--- config.mk ---
export PLATFORM = sky130hd
export DESIGN_NAME = karatsuba_poly_mult_postprocessor
export DESIGN_NICKNAME = d
export VERILOG_FILES = /design/src/rtl/karatsuba_poly_mult_postprocessor.sv
export SDC_FILE = /design/constraint.sdc
export NUM_CORES = 1
export LEC_CHECK = 0
export CELL_PAD_IN_SITES_DETAIL_PLACEMENT = 0
export CELL_PAD_IN_SITES_GLOBAL_PLACEMENT = 1
export CORE_UTILIZATION = 40
export CTS_CLUSTER_SIZE = 30
export DETAILED_ROUTE_END_ITERATION = 8
export PLACE_DENSITY_LB_ADDON = 0.2
export SLEW_MARGIN = 20
export SYNTH_ARGS = -nofsm -noshare
export SYNTH_HDL_FRONTEND = slang
export SYNTH_SLANG_ARGS = --single-unit
--- constraint.sdc ---
create_clock -name clk -period 4.38 [get_ports clk]
set_input_delay 0.876 -clock clk [delete_from_list [all_inputs] [get_ports clk]]
set_output_delay 0.876 -clock clk [all_outputs]
set_load 0.03 [all_outputs]
--- src/rtl/karatsuba_poly_mult_postprocessor.sv ---
// Reduces a (2D-1)-coefficient Karatsuba product to a D-coefficient ring
// element modulo x^D+1 (negacyclic) or x^D-1 (cyclic). One output coefficient
// is folded per cycle, so only a single N-bit adder/subtractor is needed.
//
// state | meaning
// ------+---------------------------------------------------------------
// IDLE  | waiting for a product; in_ready=1
// FOLD  | writing coefficient idx of c each cycle (idx = 0..D-1)
// HOLD  | c complete; out_valid=1 until downstream takes it
module karatsuba_poly_mult_postprocessor #(
   parameter int N          = 4,
   parameter int D          = 4,
   parameter bit NEGACYCLIC = 1'b1
) (
   input  logic                 clk,
   input  logic                 rst,
   input  logic                 in_valid,
   output logic                 in_ready,
   input  logic [(2*D-1)*N-1:0] p,
   output logic                 out_valid,
   input  logic                 out_ready,
   output logic [D*N-1:0]       c,
   output logic                 busy
);

   localparam int IW = $clog2(D);

   typedef enum logic [1:0] {
      IDLE = 2'd0,
      FOLD = 2'd1,
      HOLD = 2'd2
   } state_t;

   state_t          state;
   state_t          state_nxt;
   logic [IW-1:0]   idx;
   // One spare top entry that is always zero, so the high-half read for
   // coefficient D-1 (which has no partner p_(2D-1)) folds in a zero.
   logic [N-1:0]    p_reg [2*D];
   logic [N-1:0]    c_reg [D];
   logic            accept;
   logic            fold_last;
   logic [N-1:0]    lo_coef;
   logic [N-1:0]    hi_coef;
   logic [N-1:0]    fold_val;

   assign accept    = (state == IDLE) && in_valid;
   assign fold_last = (idx == IW'(D - 1));

   // State register
   always_ff @(posedge clk) begin
      if (!rst) begin
         state <= IDLE;
      end else begin
         state <= state_nxt;
      end
   end

   // Next-state decode
   always_comb begin
      state_nxt = state;
      case (state)
         IDLE:    if (in_valid)  state_nxt = FOLD;
         FOLD:    if (fold_last) state_nxt = HOLD;
         HOLD:    if (out_ready) state_nxt = IDLE;
         default:                state_nxt = IDLE;
      endcase
   end

   // Handshake and status outputs decoded from state only
   always_comb begin
      in_ready  = 1'b0;
      out_valid = 1'b0;
      busy      = 1'b0;
      case (state)
         IDLE:    in_ready  = 1'b1;
         FOLD:    busy      = 1'b1;
         HOLD: begin
            out_valid = 1'b1;
            busy      = 1'b1;
         end
         default: in_ready  = 1'b1;
      endcase
   end

   // Fold arithmetic for the coefficient currently addressed by idx
   always_comb begin
      lo_coef = p_reg[{1'b0, idx}];
      hi_coef = p_reg[{1'b1, idx}];
      if (NEGACYCLIC) begin
         fold_val = lo_coef - hi_coef;
      end else begin
         fold_val = lo_coef + hi_coef;
      end
   end

   // Product capture and fold index
   always_ff @(posedge clk) begin
      if (!rst) begin
         idx <= '0;
         for (int k = 0; k < 2 * D; k++) begin
            p_reg[k] <= '0;
         end
      end else if (accept) begin
         idx <= '0;
         for (int k = 0; k < 2 * D - 1; k++) begin
            p_reg[k] <= p[k*N +: N];
         end
         p_reg[2*D-1] <= '0;
      end else if (state == FOLD) begin
         idx <= fold_last ? '0 : idx + 1'b1;
      end
   end

   // Result register, one coefficient written per FOLD cycle
   always_ff @(posedge clk) begin
      if (!rst) begin
         for (int i = 0; i < D; i++) begin
            c_reg[i] <= '0;
         end
      end else if (state == FOLD) begin
         c_reg[idx] <= fold_val;
      end
   end

   // Pack the coefficient array onto the output bus
   always_comb begin
      c = '0;
      for (int i = 0; i < D; i++) begin
         c[i*N +: N] = c_reg[i];
      end
   end

endmodule
* Word-level counts from Yosys, hierarchy flattened
Memory sizes are Yosys's and may differ from the RTL's. A register that Yosys moved wholly into a read port is not among the register bits. Index checks and enable logic that the tools add are counted.
Word-level totals: logic and storage cells 57, memories 2, input port bits 32, flip-flop bits (word level) 4, RAM bits 48
Operators by class: mux-type cells 30, bitwise operators 9, add/subtract/negate cells 2, equal/unequal tests 6, reduce and logical (&&, ||, !) cells 6
Memories:
- p_reg | depth 8, bits a word 4, read ports 2, clocked after memory_dff 2, wr ports 8, line 39 | logic [N-1:0] p_reg [2*D];
- c_reg | depth 4, bits a word 4, read ports 4, clocked after memory_dff 0, wr ports 4, line 40 | logic [N-1:0] c_reg [D];
Operator list (number):
- $mux W4 | 9
- $mux W3 | 4
- $mux W1 | 11
- $mux W2 | 5
- $or A1 B1 Y1 | 8
- $ne A2 B2 Y1 const B | 3
- $pmux W2 S3 | 1
- $eq A2 B2 Y1 const B | 2
- $reduce_or A2 Y1 | 2
- $reduce_or A4 Y1 | 1
- $sub A4 B4 Y4 | 1
- $reduce_and A3 Y1 | 1
- $add A2 B1 Y2 const B | 1
- $eq A2 B1 Y1 const B | 1
- $logic_not A2 Y1 | 1
- $logic_and A1 B1 Y1 | 1
- $not A1 Y1 | 1

* Logic depth before layout (Yosys ltp)
Gate-level depths: netlist of the first run.
depth in word-level cells 6, depth in mapped cells 9

* Worst setup path after synthesis of the first run
OpenSTA, ideal clock, no wires.
path kind register to register, from register (tool-made name), to memory c_reg[1][3] (data pin), slack 2.099 ns, stages on the path, launching flop included 8, data arrival time 2.019 ns, path through dfxtp_1 buf_6 mux4_2 ha_1 nor2b_1 o21ai_0 nand3_2 nor3b_2
RTL lines (line):
- end: declaration | 40

* Worst setup path after layout of the first run
from register state[0], to output port in_ready
On the way: cells in the longest elaborated chain, start to end 3, elaborated cells on any way between the ends 4
RTL lines:
- start: declaration | line 34 | state_t state;
- start signal: assignment | line 55 | state <= state_nxt;
- $eq A2 B1 Y1 / $eq A2 B2 Y1 (equally long branches) | line 75 | case (state)
- $reduce_or A2 Y1 (no source line) *
- $mux W1 * | line 75
- end: declaration | line 18 | output logic in_ready,
Every way passes the cells marked *; elsewhere a longest branch is shown, timed or not.

==> metrics.md, run 1 <==
| Metric | Value |
|---|---|
| Cts bufs inserted | 5 |
| Syn Nets | 205 |
| CTS tree | built |
| CP arrival | 1760 ps |
| Synth-to-layout area growth | 29.7% |
| Root Buffer | clkbuf_8 |
| Hold Fails Final Rpt | 0 |
| Hold slack | 572 ps |
| Total die area | 0.00596 mm2 |
| Critical Path Sink Type | output port |
| Yosys reg bits | 50 |
| Vias per cell | 4.67 |
| Unique cell type count in the Yosys netlist | 28 |
| Clk_skew | 6.12 ps |
| Endpoint of the worst hold path | state[0] |
| Resize count post-CTS | 0 |
| RSZ-0062 raised after global routing | no |
| WL/cell | 12.8 um |
| Hold Buf Count CTS | 0 |
| Maximum VDD drop | 0.000198 V |
| HPWL after detailed placement | 2850 um |
| Slew @ Worst Pin | 653 ps |
| Ranking of synthesized cells by instance count | edfxtp_1, and2_1, nor2_1 |
| Total Routing Usage GR | 0.135 |
| Via count | 1351 |
| Post-synth EDFFs | 44 |
| Leading area contributor after synthesis | edfxtp_1 |
| Async SR Flop Fraction | 0 |
| Starting DRT DRC Count | 60 |
| 1st-pass router iterations | 6 |
| Worst hold start | state[0] |
| Vert. Die Dim | 77.2 um |
| Final setup viols | 0 |
| Fraction of layout cells with a size suffix above 1 | 0.0783 |
| Non-Filler Instances | 289 |
| Period minus WS final | 2640 ps |
| CTS max path bufs | 2 |
| Worst setup SP type | register |
| Final WS setup | 1740 ps |
| R2R setup slack | 1770 ps |
| Sequential area share after synthesis | 0.638 |
| Io pins | 51 |
| Post-route setup TNS | 0 ps |
| Highest clock rate | 0.379 GHz |
| FP Rows | 27 |
| Global-route wire length before repair | 5990 um |
| Critical path type | register to output port |
| Slew Limit Fails | 0 |
| H-tree depth | 2 |
| Initial antenna violation count | 0 |
| Fill cells | 473 |
| Antenna cell count | 0 |
| Max reg flops | 28 |
| Post-Syn Area per Cell | 13.8 um2 |
| Fin nets | 257 |
| Post-place setup slack | 1350 ps |
| Clock Latency Late Sink | 300 ps |
| Starting density of the core | 0.413 |
| Cell Pwr Density | 520 mW/mm2 |
| Clock sinks | 50 |
| Hold Crit Class | register to register |
| Syn Std Cell Area | 0.00226 mm2 |
| Largest net degree at the start of global routing | 31 |
| Yosys warning total | 0 |
| Most common cell in the netlist | edfxtp_1 |
| R2r endpoint | c_reg[2][3] |
| Synth top area cells | edfxtp_1, and2_1, dfxtp_1 |
| Synth top area share | 0.584 |
| Total wire length | 3710 um |
| Port bufs | 50 |
| Die width | 77.2 um |
| Routability cong. | 0.756 |
| Mapped Cells | 164 |
| Finished Core Util | 0.536 |
| Clk pin slew, worst setup/hold paths | 80 ps |
| FF-to-FF path depth | 6 |
| Ys flop type | edfxtp_1 |
| WHS Path Cells | 2 |
| Leakage power | 1.11 nW |
| Core area | 0.00547 mm2 |
| Max-Cap Viols | 0 |
| Critical path fanouts, max | 3 |
| Period Utilization, post-route | 0.603 |
| Number of global-route vias before repair | 1315 |
| Gr ovfl total | 0 |
| Placed insts | 281 |
| Residual DRC | 0 |
| Worst slew margin | 0.563 |
| Final ANT Viol Nets | 0 |
| Status | complete, no violations |
| Post CTS Setup Buffer Count | 0 |
| CP required | 3500 ps |
==> layout make-up <==
cell class / instances / area [um2] / share of cell area
multi-input cells: 98 / 753 / 0.257
flip-flops and latches: 50 / 1440 / 0.491
inverters: 11 / 41.3 / 0.0141
repair buffers: 50 / 500 / 0.171
well taps: 72 / 90.1 / 0.0307
clock buffers: 7 / 76.3 / 0.0260
clock inverters: 1 / 30.0 / 0.0102
==> critical path, stage by stage (launching register included) <==
cell             delay, ps
dfxtp_1                360
inv_1                   90
ha_1                   310
inv_1                   60
clkdlybuf4s50_1        660
==> per-stage QoR <==
step	area (um2)	power, mW
3_3_place_gp	2820	1.21
3_5_place_dp	2820	1.23
6_report	2930	1.52
5_1_grt	2930	1.60
4_1_cts	2930	1.54
2_1_floorplan	2260	1.05
==> layout by cell type (no fill, tap or decap), drive strengths merged <==
master and instances:
o21ai 2, edfxtp 44, and3 1, nor3b 4, clkdlybuf4s50 50, nand3 2, nor3 1, xnor2 1
fa 1, a222oi 1, nor2b 3, dfxtp 6, nand4b 1, mux4 4, ha 8, a21oi 4
bufinv 1, xor2 3, and2 29, or3 1, mux2i 6, inv 11, clkbuf 7, nand2 9
nor2 17
==> worst max path at each step <==
stage             start           to  slack (ps)
2_1_floorplan  register  c_reg[1][3]        2100
5_1_grt        register  c_reg[3][2]        1630
6_report       state[0]     in_ready        1740
3_3_place_gp        rst  p_reg[4][3]        1430
3_5_place_dp        rst  p_reg[0][0]        1350
4_1_cts             rst  p_reg[0][3]        1670
==> cells by family (layout without fill, tap and decap cells) <==
| kind of cell | count (synthesis) | after routing | synth area share |
|---|---|---|---|
| xor+xnor | 4 | 4 | 0.0155 |
| mux | 10 | 10 | 0.0681 |
| flops | 50 | 50 | 0.638 |
| compound gates | 7 | 7 | 0.0227 |
| buf+inv | 16 | 69 | 0.0304 |
| simple gates | 68 | 68 | 0.173 |
| fa+ha+maj | 9 | 9 | 0.0531 |
==> routing by layer <==
layer | routed length, um | part of all wire | global-route usage | vias up
met4 | 37 | 0.010 | 0.0453 | 0
met3 | 176 | 0.047 | 0.0440 | 4
met2 | 2020 | 0.54 | 0.254 | 40
li1 | - | - | - | 673
met5 | 0 | 0 | 0 | -
met1 | 1480 | 0.40 | 0.138 | 634
==> power by group <==
part / internal (mW) / leakage, nW / switching (mW) / total, mW
clock: 0.171 / 0.0524 / 0.141 / 0.312
combinational: 0.229 / 0.545 / 0.307 / 0.536
sequential: 0.633 / 0.517 / 0.0434 / 0.676
Power figures use the tool's default switching activity.
==> run 2, diff against run 1 <==
--- a/config.mk
+++ b/config.mk
@@ -7,7 +7,7 @@
 export LEC_CHECK = 0
 export CELL_PAD_IN_SITES_DETAIL_PLACEMENT = 0
 export CELL_PAD_IN_SITES_GLOBAL_PLACEMENT = 1
-export CORE_UTILIZATION = 40
+export CORE_UTILIZATION = 36
 export CTS_CLUSTER_SIZE = 30
 export DETAILED_ROUTE_END_ITERATION = 8
 export PLACE_DENSITY_LB_ADDON = 0.2
==> constraint.sdc (replaced) <==
create_clock -name clk -period 2.37 [get_ports clk]
set_input_delay 0.474 -clock clk [delete_from_list [all_inputs] [get_ports clk]]
set_output_delay 0.474 -clock clk [all_outputs]
set_load 0.03 [all_outputs]
==> metrics.md, run 2 (synthesis results as in run 1) <==
| Metric | Value |
|---|---|
| Post-layout power | 2.74 mW (+80%) |
| Initial antenna violation count | 0 (unchanged) |
| Maximum VDD drop | 0.000336 V (+70%) |
| Clock Latency Late Sink | 290 ps (about the same) |
| Critical path fanouts, max | 3 (unchanged) |
| Total Routing Usage GR | 0.124 (-0.0108) |
| CP arrival | 1760 ps (about the same) |
| RSZ-0062 raised after global routing | no |
| Clock sinks | 50 (unchanged) |
| Vert. Die Dim | 81.3 um (+5.3%) |
| CP required | 1900 ps (-1600 ps) |
| Most common cell after layout, fill and taps aside | clkdlybuf4s50_1 |
| Cell Pwr Density | 929 mW/mm2 (+79%) |
| Clk_skew | 4.10 ps (-2.02 ps) |
| Global-route wire length before repair | 5960 um (-0.47%) |
| Period minus WS final | 2230 ps |
| Final Instance Area | 0.00295 mm2 (+0.64%) |
| Gr ovfl total | 0 (unchanged) |
| Via count | 1349 (-0.15%) |
| Antenna cell count | 0 (unchanged) |
| Hold Crit Class | register to register |
| Root Buffer | clkbuf_8 |
| Worst slew margin | 0.688 (+0.125) |
| Die width | 81.3 um (+5.3%) |
| Slew Limit Fails | 0 (unchanged) |
| Finished Core Util | 0.493 (-0.0432) |
| Status | complete, no violations |
| Highest clock rate | 0.448 GHz |
| Final setup viols | 0 (unchanged) |
| Hold slack | 566 ps (-6.27 ps) |
| Port bufs | 50 (unchanged) |
| Area of placed instances | 0.00287 mm2 (+1.5%) |
| Post CTS Setup Buffer Count | 0 (unchanged) |
| Fraction of layout cells with a size suffix above 1 | 0.104 (+0.0257) |
| Commonest cells after routing, fill and taps aside | clkdlybuf4s50_1, edfxtp_1, and2_1 |
| Number of global-route vias before repair | 1316 (+0.076%) |
| Core area | 0.00599 mm2 (+9.5%) |
| Vias per cell | 4.56 (-2.5%) |
| Synth-to-layout area growth | 30.5% |
| Critical Path Sink Type | output port |
| Routability cong. | 0.777 (+2.7%) |
| H-tree depth | 2 (unchanged) |
| Residual DRC | 0 (unchanged) |
| Placed insts | 289 (+2.8%) |
| Fin nets | 262 (+1.9%) |
| Starting density of the core | 0.377 (-0.0357) |
| Largest net degree at the start of global routing | 31 (unchanged) |
| Post-place setup slack | 32.1 ps (-1320 ps) |
| Leakage power | 1.13 nW (+1.6%) |
| Io pins | 51 (unchanged) |
| FP Rows | 28 (+3.7%) |
| Total die area | 0.00660 mm2 (+11%) |
| CTS max path bufs | 2 (unchanged) |
| Total wire length | 3720 um (+0.19%) |
| Slew @ Worst Pin | 468 ps (-185 ps) |
| Worst setup SP type | register |
| Final WS setup | 138 ps (-1600 ps) |
| WL/cell | 12.6 um (-2.2%) |
| Critical path type | register to output port |
| Max reg flops | 28 (unchanged) |
| HPWL after detailed placement | 2920 um (+2.4%) |
| Clk pin slew, worst setup/hold paths | 80 ps (about the same) |
| Cts bufs inserted | 5 (unchanged) |
| Hold Fails Final Rpt | 0 (unchanged) |
| CTS tree | built |
| 1st-pass router iterations | 6 (unchanged) |
| Final ANT Viol Nets | 0 (unchanged) |
| Starting DRT DRC Count | 46 (-23%) |
| Period Utilization, post-route | 0.942 |
| Post-route setup TNS | 0 ps (unchanged) |
| Max-Cap Viols | 0 (unchanged) |
| Non-Filler Instances | 296 (+2.4%) |
## run 2: routing by layer
layer,routed length (um),up-vias,global-route usage
met5,0,-,0
li1,-,679,-
met3,190,8,0.0348
met2,1920,39,0.224
met1,1530,623,0.132
met4,83,0,0.0607
## run 2: final timing paths
kind / cells past startpoint / from / endpoint / slack [ps]
setup reg to reg: 7 / register / c_reg[2][2] / 180
setup / recovery: 4 / state[0] / in_ready / 140
hold reg to reg: 2 / state[0] / state[0] / 570
hold / removal: 2 / state[0] / state[0] / 570
## run 2: layout make-up
cell class | instances | area [um2]
Clock buffer | 7 | 76.3
Fill cell | 532 | 3040
Inverter | 11 | 41.3
Multi-Input combinational cell | 98 | 758
Sequential cell | 50 | 1440
Tap cell | 75 | 93.8
Timing Repair Buffer | 55 | 538
## run 2: worst max-delay path, cell delays in order (launching register included)
cell	delay [ps]
dfxtp_1	360
inv_1	90
ha_1	300
inv_1	50
clkdlybuf4s50_1	660
## run 2: timing repair
action,in CTS,in global routing
gates resized for setup,0,4
endpoints found under the setup margin,0,8
hold buffers,0,0
## run 2: power breakdown
part	internal, mW	switching, mW	total [mW]
registers	1.17	0.0727	1.24
clock network	0.203	0.246	0.450
logic	0.470	0.579	1.05
total	1.84	0.898	2.74
